--- src/rtl/icache_pkg.sv ---
// Shared types and geometry defaults for the direct-mapped instruction cache.
package icache_pkg;
  typedef enum logic {IDLE, REFILL} state_t;

  localparam int DEF_LINES = 16;
  localparam int DEF_WORDS = 4;
  localparam int DEF_OB    = $clog2(DEF_WORDS);
  localparam int DEF_IB    = $clog2(DEF_LINES);
  localparam int DEF_TW    = 32 - DEF_OB - DEF_IB - 2;
endpackage

--- src/rtl/icache_ctrl_if.sv ---
// Fetch-side lookup port plus refill port; ICACHE_STATS_EN adds hit/miss counters.
interface icache_ctrl_if;
  logic        En;
  logic [31:0] Addr;
  logic [31:0] Data;
  logic        Imiss;
  logic        MemReq;
  logic [31:0] MemAddr;
  logic        MemRdy;
  logic [31:0] MemData;
`ifdef ICACHE_STATS_EN
  logic [31:0] HitCount;
  logic [31:0] MissCount;

  modport master (output En, Addr, MemRdy, MemData,
                  input  Data, Imiss, MemReq, MemAddr, HitCount, MissCount);
  modport slave  (input  En, Addr, MemRdy, MemData,
                  output Data, Imiss, MemReq, MemAddr, HitCount, MissCount);
`else
  modport master (output En, Addr, MemRdy, MemData,
                  input  Data, Imiss, MemReq, MemAddr);
  modport slave  (input  En, Addr, MemRdy, MemData,
                  output Data, Imiss, MemReq, MemAddr);
`endif
endinterface

--- src/rtl/icache_data_ram.sv ---
// Line data storage: synchronous write, asynchronous read, indexed by {line, word}.
module icache_data_ram
  import icache_pkg::*;
#(
  parameter  int LINES = DEF_LINES,
  parameter  int WORDS = DEF_WORDS,
  localparam int OB    = $clog2(WORDS),
  localparam int IB    = $clog2(LINES)
) (
  input  logic          clk,
  input  logic          we_i,
  input  logic [IB-1:0] widx_i,
  input  logic [OB-1:0] woff_i,
  input  logic [31:0]   wdata_i,
  input  logic [IB-1:0] ridx_i,
  input  logic [OB-1:0] roff_i,
  output logic [31:0]   rdata_o
);
  logic [31:0] mem_q [LINES*WORDS];

  always_ff @(posedge clk)
    if (we_i) mem_q[{widx_i, woff_i}] <= wdata_i;

  assign rdata_o = mem_q[{ridx_i, roff_i}];
endmodule

--- src/rtl/icache_ctrl.sv ---
// Direct-mapped I-cache controller: 1-cycle hits, whole-line refill on miss.
// Optional ICACHE_STATS_EN adds saturating hit/miss counters.
module icache_ctrl
  import icache_pkg::*;
#(
  parameter int LINES = DEF_LINES,
  parameter int WORDS = DEF_WORDS
) (
  input logic         Clk,
  input logic         Rst,
  icache_ctrl_if.slave bus
);
  localparam int OB = $clog2(WORDS);
  localparam int IB = $clog2(LINES);
  localparam int TW = 32 - OB - IB - 2;

  logic [OB-1:0] off;
  logic [IB-1:0] idx;
  logic [TW-1:0] tag;
  logic          hit, beat, last, unused_addr;
  logic [31:0]   rd_word;

  state_t        state_q;
  logic [LINES-1:0] valid_q;
  logic [TW-1:0] tag_q [LINES];
  logic [IB-1:0] m_idx_q;
  logic [TW-1:0] m_tag_q;
  logic [OB-1:0] m_off_q, cnt_q;
  logic [31:0]   hold_q, data_q, maddr_q;
  logic          imiss_q, mreq_q;

  assign off         = bus.Addr[OB+1:2];
  assign idx         = bus.Addr[OB+IB+1:OB+2];
  assign tag         = bus.Addr[31:OB+IB+2];
  assign unused_addr = ^bus.Addr[1:0];

  assign hit  = valid_q[idx] && (tag_q[idx] == tag);
  assign beat = (state_q == REFILL) && bus.MemRdy;
  assign last = beat && (&cnt_q);

  icache_data_ram #(.LINES(LINES), .WORDS(WORDS)) u_ram (
    .clk    (Clk),
    .we_i   (beat),
    .widx_i (m_idx_q),
    .woff_i (cnt_q),
    .wdata_i(bus.MemData),
    .ridx_i (idx),
    .roff_i (off),
    .rdata_o(rd_word)
  );

  always_ff @(posedge Clk or posedge Rst) begin
    if (Rst) begin
      state_q <= IDLE;
      valid_q <= '0;
      for (int i = 0; i < LINES; i++) tag_q[i] <= '0;
      m_idx_q <= '0;
      m_tag_q <= '0;
      m_off_q <= '0;
      cnt_q   <= '0;
      hold_q  <= '0;
      data_q  <= '0;
      maddr_q <= '0;
      imiss_q <= 1'b0;
      mreq_q  <= 1'b0;
    end else begin
      case (state_q)
        IDLE: if (bus.En) begin
          if (hit) begin
            data_q <= rd_word;
          end else begin
            imiss_q <= 1'b1;
            mreq_q  <= 1'b1;
            maddr_q <= {bus.Addr[31:OB+2], {(OB+2){1'b0}}};
            m_idx_q <= idx;
            m_tag_q <= tag;
            m_off_q <= off;
            cnt_q   <= '0;
            state_q <= REFILL;
          end
        end
        REFILL: if (bus.MemRdy) begin
          if (cnt_q == m_off_q) hold_q <= bus.MemData;
          cnt_q <= cnt_q + 1'b1;
          // Line becomes visible only once every word has landed.
          if (last) begin
            valid_q[m_idx_q] <= 1'b1;
            tag_q[m_idx_q]   <= m_tag_q;
            data_q  <= (&m_off_q) ? bus.MemData : hold_q;
            imiss_q <= 1'b0;
            mreq_q  <= 1'b0;
            state_q <= IDLE;
          end else begin
            maddr_q <= maddr_q + 32'd4;
          end
        end
        default: state_q <= IDLE;
      endcase
    end
  end

  assign bus.Data    = data_q;
  assign bus.Imiss   = imiss_q;
  assign bus.MemReq  = mreq_q;
  assign bus.MemAddr = maddr_q;

`ifdef ICACHE_STATS_EN
  logic        lookup;
  logic [31:0] hits_q, misses_q;

  assign lookup = (state_q == IDLE) && bus.En;

  always_ff @(posedge Clk or posedge Rst) begin
    if (Rst) begin
      hits_q   <= '0;
      misses_q <= '0;
    end else if (lookup) begin
      if (hit && hits_q != '1)    hits_q   <= hits_q + 32'd1;
      if (!hit && misses_q != '1) misses_q <= misses_q + 32'd1;
    end
  end

  assign bus.HitCount  = hits_q;
  assign bus.MissCount = misses_q;
`endif
endmodule

--- src/flat_wrapper.sv ---
// flat-port wrapper written by rule: the top's interface ports become plain ports
module icache_ctrl_flat import icache_pkg::*;
#(
  parameter int LINES = DEF_LINES,
  parameter int WORDS = DEF_WORDS
)
  (Clk, Rst, bus_En, bus_Addr, bus_MemRdy, bus_MemData, bus_Data, bus_Imiss, bus_MemReq, bus_MemAddr);
  icache_ctrl_if bus_i ();
  input logic Clk;
  input logic Rst;
  input wire logic [$bits(bus_i.En)-1:0] bus_En;
  input wire logic [$bits(bus_i.Addr)-1:0] bus_Addr;
  input wire logic [$bits(bus_i.MemRdy)-1:0] bus_MemRdy;
  input wire logic [$bits(bus_i.MemData)-1:0] bus_MemData;
  output wire logic [$bits(bus_i.Data)-1:0] bus_Data;
  output wire logic [$bits(bus_i.Imiss)-1:0] bus_Imiss;
  output wire logic [$bits(bus_i.MemReq)-1:0] bus_MemReq;
  output wire logic [$bits(bus_i.MemAddr)-1:0] bus_MemAddr;
  assign bus_i.En = bus_En;
  assign bus_i.Addr = bus_Addr;
  assign bus_i.MemRdy = bus_MemRdy;
  assign bus_i.MemData = bus_MemData;
  assign bus_Data = bus_i.Data;
  assign bus_Imiss = bus_i.Imiss;
  assign bus_MemReq = bus_i.MemReq;
  assign bus_MemAddr = bus_i.MemAddr;
  icache_ctrl #(.LINES(LINES), .WORDS(WORDS)) u_core (.Clk(Clk), .Rst(Rst), .bus(bus_i));
endmodule
--- config.mk ---
export PLATFORM = sky130hd
export DESIGN_NAME = icache_ctrl_flat
export DESIGN_NICKNAME = d
export VERILOG_FILES = /design/src/rtl/icache_pkg.sv /design/src/rtl/icache_ctrl_if.sv /design/src/rtl/icache_data_ram.sv /design/src/rtl/icache_ctrl.sv /design/src/flat_wrapper.sv
export SDC_FILE = /design/constraint.sdc
export NUM_CORES = 2
export LEC_CHECK = 0
export ABC_AREA = 1
export BUFFER_PORTS_ARGS = -buffer_cell sky130_fd_sc_hd__buf_2
export CORE_UTILIZATION = 50
export DETAILED_ROUTE_END_ITERATION = 10
export PLACE_DENSITY = 0.68
export SLEW_MARGIN = 10
export SYNTH_ARGS = -nofsm -noshare
export SYNTH_HDL_FRONTEND = slang
export SYNTH_SLANG_ARGS = --single-unit
export TNS_END_PERCENT = 10
--- constraint.sdc ---
create_clock -name Clk -period 17.52 [get_ports Clk]
set_input_delay 3.504 -clock Clk [delete_from_list [all_inputs] [get_ports Clk]]
set_output_delay 3.504 -clock Clk [all_outputs]
set_load 0.02 [all_outputs]
-- Yosys cells after proc, flatten, opt, wreduce, memory -nomap -nowiden
Memory sizes are Yosys's and may differ from the RTL's.
Index checks and enable logic that the tools add are counted.
- reductions and logical operators: 14
- magnitude comparators: 6
- mux-type cells: 37
- add/subtract/negate cells: 2
- shift operators: 0
- bitwise logic cells: 5
- div/mod/pow operators: 0
- equality and inequality tests: 8
- multiply operators: 0
- operators with widths (cell ; count):
    $bwmux W384 ; 1
    $mux W32 ; 9
    $pmux W32 S2 ; 2
    $bmux W24 S4 ; 1
    $demux W24 S4 ; 1
    $mux W24 ; 3
    $add A32 B3 Y32 const B ; 1
    $eq A24 B24 Y1 ; 1
    $or A16 B16 Y16 ; 1
    $mux W1 ; 12
    $reduce_and A3 Y1 ; 4
    $reduce_and A4 Y1 ; 3
    $ge A5 B5 Y1 const B ; 2
    $lt A4 B5 Y1 const B ; 2
    $not A4 Y5 ; 2
    $ne A2 B2 Y1 const B ; 4
    $mux W2 ; 3
    $logic_and A1 B1 Y1 ; 5
    $lt A5 B1 Y1 const B ; 1
    $bmux W1 S4 ; 1
    $demux W1 S4 ; 1
    $ge A4 B1 Y1 const B ; 1
    $ne A2 B1 Y1 const B ; 2
    $pmux W1 S2 ; 2
    5 further kinds ; 7
- register bits after elaboration: 530
- ROM bits: 0
- RAM bits: 2048
- logic and storage cells: 99
- memories kept: 1
- bits in latches: 0
- output and inout port bits: 66
- input bits: 68
- memory list (name ; words ; width ; rd ports ; clocked after Yosys merged registers in ; wr ports ; line ; RTL):
    u_core.u_ram.mem_q ; 64 ; 32 ; 1 ; 0 ; 1 ; icache_data_ram.sv:19 ; logic [31:0] mem_q [LINES*WORDS];

-- Depth between registers and ports, before layout
- depth after elaboration: 9
- depth in mapped cells: 22
- mapped depth without buffers: 19

-- By module
A second synthesis with hierarchy kept.
- cells, all modules: 10097
- area total of the unflattened synthesis: 107780.9 um2
- modules (own cells, without submodules) (module ; seq. area each (um2) ; instances ; area each (um2) ; cells each):
    icache_data_ram ; 61499.0 ; 1 ; 82097.5 ; 6737
    icache_ctrl ; 13212.7 ; 1 ; 25683.4 ; 3360

-- Worst setup path before layout
OpenSTA, ideal clock, no wires.
- kind: input to register
- start: input port bus_MemRdy
- end: memory u_core.u_ram.mem_q[33][0], enable pin
- buffers on the path: 0
- arrival time: 6.128 ns
- required time: 17.059 ns
- library setup time: 0.461 ns
- stages: 4
- setup slack: 10.931 ns
- cell sequence: nand2_1 -> nor3_1 -> inv_1 -> nor3_1
- longest elaborated chain between the ends: 3
- ends and longest elaborated chain (what ; line ; RTL):
    start, declared ; flat_wrapper.sv:13 ; input wire logic [$bits(bus_i.MemRdy)-1:0] bus_MemRdy;
    $logic_and A1 B1 Y1 ; icache_ctrl.sv:38 ; assign beat = (state_q == REFILL) && bus.MemRdy;
    $mux W1 ; icache_data_ram.sv:22 ; if (we_i) mem_q[{widx_i, woff_i}] <= wdata_i;
    $mux W1 (not written as such) ; icache_data_ram.sv:22 ;
    end, declared ; icache_data_ram.sv:19 ;
No other way between the ends.

-- Worst setup path after layout
- start: input port bus_Addr[2]
- end: register u_core.data_q[29], in the netlist u_core.bus.Data[29]
- longest elaborated chain between the ends: 4
- ends and longest elaborated chain (what ; line ; RTL):
    start, declared ; flat_wrapper.sv:12 ; input wire logic [$bits(bus_i.Addr)-1:0] bus_Addr;
    $mem_v2 Z64 W32 ; - ;
    $mux W32 ; icache_ctrl.sv:69 ; if (hit) begin
    $mux W32 ; icache_ctrl.sv:68 ; IDLE: if (bus.En) begin
    $pmux W32 S2 ; icache_ctrl.sv:67 ; case (state_q)
    end signal, assigned ; icache_ctrl.sv:70 ; data_q <= rd_word;
    end signal, assigned ; icache_ctrl.sv:89 ; data_q <= (&m_off_q) ? bus.MemData : hold_q;
    end, declared ; icache_ctrl.sv:29 ; logic [31:0] hold_q, data_q, maddr_q;
No other way between the ends. The select of a mux whose other input is x is not followed.
A chain may end at the register's enable or synchronous reset.

==> flow_summary.toml <==
[outcome]
status = "finished, final reports clean"

[yosys]
synth_top_family_by_area = "simple AND/OR/NAND/NOR gates"
yosys.area_share.simple_pct = 12.7
edff_count_synth = 2048
post_synth.cell_area_avg_um2 = 11.3
asyncSetResetFlopFracSynth_pct = 20.5
ys.flop_type = "edfxtp_1"
post_synth_mux_area_share_pct = 0.0641
ranking_of_synthesized_cells_by_area = "edfxtp_1 (58%), dfrtp_1 (13%), o21ai_0 (8.0%)"
synthAdderAreaFrac_pct = 0.0237
synthTopCellsByCount = "edfxtp_1 (2048), o21ai_0 (1689), nand2_1 (1408)"
synth_xor_area_share_pct = 0.125
netlist_area_um2 = 105000
synthMostInstantiatedCell = "edfxtp_1"
synthesis.yosys.warnings = 0
synthCells = 9289
synth_compound_area_share_pct = 12.5
synthDominantAreaCellType = "edfxtp_1"
synthDominantCellAreaShare_pct = 58.4
synth.lib_cells_used.distinct = 41
yosysSeqAreaShare_pct = 70.9
ys_seq_elements = 2576

[route]
post-route-drc-count = 0
drt_first_iter_violations = 11300
detail-route-antenna-nets = 0
detail_route.wl_per_cell_um = 25.5
final_routed_wirelength_across_all_metal_layers_um = 312000
drt-pass1-iter-count = 7
vias_per_cell = 6.15
via_count = 75200

[worst_setup_path]
crit_path_end_kind = "flip-flop"
rrSetupSlack_ns = 12.87
ordered_list_of_cells_on_the_worst_path = "buf_8 -> inv_8 -> buf_4 -> buf_4 -> buf_4 -> o21ai_0 -> o22ai_1 -> nor2_1 -> o211ai_1 -> nand3_1 -> a31oi_1 -> nand3_1 -> nand2_1"
critPathMaxStageDelay_ns = 0.79
data_arrival_time_of_the_critical_path_ns = 8.94
reg2reg_from = "u_core.state_q"
timing.critical_path.max_delay_family = "buffers and inverters"
cp-start-kind = "primary input"
buf_inv_stages_crit_path = 5
worstReg2RegEnd = "u_core.u_ram.mem_q[23][17]"
critical-path-slowest-cell = "buf_4"
reg2reg_depth = 5
crit_path_frequent_cell = "buf_4"
criticalPathCategory = "primary input to flip-flop"
timing.critical_path.fanout_max = 150
timing.critical_path.required_ns = 18.39

[die]
die_height_um = 461
dieArea_um2 = 213000
floorplan.io_pins = 134
rows = 168
initial_util_pct = 50.3
placeableCoreArea_um2 = 210000
die_w_um = 461

[clock_network]
cts_made_buffers = 282
postCtsHoldBufs = 0
clk-insertion-delay-late_ns = 0.95
cts_post_setup_buffers_inserted = 0
cts_max_level = 5
cts_num_sinks = 2576
clock-root-buffer = "clkbuf_16"
cts.repair.resized = 0
cts.reportedPaths.clkPinSlew_ns = 0.06
tritoncts = "built"
cts-root-to-sink-buffers = 4

[layout]
area_growth_pct = 11.6
final_area_um2 = 118000
drive_gt1_share_pct = 8.53
fillCellCount = 17000
num-nets-final = 9274
finalNonFillerCells = 12200

[power]
p_leak_uw = 0.0417
ir_worst_vdd_mv = 0.118
net-switching-power_uw = 4180
power.share.sequential_pct = 48.6
cellInternalPower_uw = 11000
power-per-cell-area_nw_per_um2 = 129
power_switching_share_pct = 27.5
comb_power_share_pct = 13.8
power.clock.fraction_pct = 37.6

[placed_design]
dpl.hpwl_um = 163000
placed_cells_incl_taps = 11700
place_ws_ns = 8.66
placement.cell_area_um2 = 109000
place.port_buffers = 129
place_congestion = 0.894

[job]
drv.max_cap_violation_count = 0

[global_routing]
total_global_routing_overflow = 0
grt_start_max_net_pins = 215
grt_first_pass_wirelength_um = 459000
first_global_vias = 71300
antenna_found_initial = 27
grtUsageTotal_pct = 29.1

[timing]
slew-limit-headroom_pct = 14.6
tightest_slew_ns = 1.27
report.final.hold_viol_count = 0
final_period_minus_worst_setup_slack_ns = 8.07
layout_worst_path_cycle_share_pct = 46.1
setup-violations-final = 0
layout_setup_ws_ns = 9.45
clock-skew-final_ns = 0.0738
drv_slew = 0
grt_setup_unrepaired = "false"
setup-tns-final_ns = 0
fmax_ghz = 0.124

[hold_path]
hold_start = "u_core.valid_q[12]"
min_path_type = "flip-flop to flip-flop"
worst_hold_path.num_cells = 2
whs_endpoint = "u_core.valid_q[12]"
[metal layers]
metal,track usage (%),vias to the layer above,share of wire [%]
li1,-,33000,-
met1,39.8,37000,38
met2,45.5,4488,46
met3,7.00,689,12
met4,10.1,12,3.4
met5,0,-,0.022
[layout make-up]
| type | count | area, um2 | share of cell area (%) |
|---|---|---|---|
| Clock buffer | 362 | 7610 | 6.47 |
| Inverter | 249 | 982 | 0.835 |
| Multi-Input combinational cell | 5775 | 27400 | 23.3 |
| Clock inverter | 120 | 1140 | 0.966 |
| Sequential cell | 2576 | 74700 | 63.5 |
| Timing Repair Buffer | 320 | 2290 | 1.95 |
| Antenna cell | 5 | 12.5 | 0.0106 |
| Tap cell | 2805 | 3510 | 2.98 |
[worst reg2reg max path, delay by kind of cell (launching register included)]
kind / cells / cell delay (ns)
and+or+nand+nor: 3 / 2.33
buffers and inverters: 2 / 1.01
DFF: 1 / 0.86
[through the flow]
stage	utilization (%)	total power (uW)	hold slack (ns)
floorplan	-	8690	0.423
global placement	51.9	9460	0.434
detailed placement	51.9	9540	0.439
CTS	56.1	15200	0.452
global route	56.1	15700	0.467
finish	56.1	15200	0.453
[cells by family (layout without fill, tap and decap cells)]
logic type,count (synthesis),in the layout
compound gates,2399,2399
flops,2576,2576
fa+ha+maj,2,2
buf+inv,939,1051
simple gates,3351,3351
other cells,1,7
xor+xnor,15,15
mux,6,6
[power groups by stage]
stage	sequential, uW	combinational (uW)	clock, uW
finish	7390	2100	5720
global route	7430	2300	6000
CTS	7380	2060	5770
detailed placement	7500	2040	0
global placement	7470	1990	0
floorplan	7490	1210	0
[registers in the layout (all words and copies together), names as in the netlist]
register	cells
u_core.bus.Data	32
u_core.bus.Imiss	1
u_core.bus.MemAddr	30
u_core.cnt_q	2
u_core.hold_q	32
u_core.m_idx_q	4
u_core.m_off_q	2
u_core.m_tag_q	24
u_core.state_q	1
u_core.tag_q	384
u_core.u_ram.mem_q	2048
u_core.valid_q	16
[how the worst max path moves through the flow]
| stage | startpoint | to | cells past startpoint | slack [ns] |
|---|---|---|---|---|
| after floorplan | Rst | u_core.bus.Data[0] | 1 | 6.84 |
| after global placement | bus_Addr[2] | u_core.bus.Data[24] | 15 | 8.69 |
| after detailed placement | bus_Addr[2] | u_core.bus.Data[24] | 15 | 8.66 |
| after CTS | bus_Addr[2] | u_core.bus.Data[24] | 15 | 9.67 |
| after global routing | bus_Addr[2] | u_core.bus.Data[24] | 15 | 9.08 |
| final | bus_Addr[2] | u_core.bus.Data[29] | 13 | 9.45 |
[layout by cell type (no fill, tap or decap), types with 4 or more instances in the layout]
master      count
xor2_1         10
nor3_1         10
bufinv_16      22
o221ai_1      119
nor2_4         61
o21ai_0      1688
inv_8           4
xnor2_1         5
buf_12         13
nand2_1      1408
buf_4         178
clkbuf_1       58
nor3_2          4
clkinvlp_4      4
a31oi_1        10
clkbuf_8       19
nand3_1       486
edfxtp_1     2048
dfrtp_1       527
o22ai_1       405
or2_2           6
clkinv_1       48
buf_2         124
inv_6           7
nor2_1       1303
o211ai_1       85
buf_8           4
clkinv_2       42
nand4_1        45
nor4_1          9
mux2_2          6
a21oi_1        47
nand3_2        12
o21ai_1        38
clkbuf_16     285
inv_1         237
diode_2         5
(Power assumes the default switching activity.)
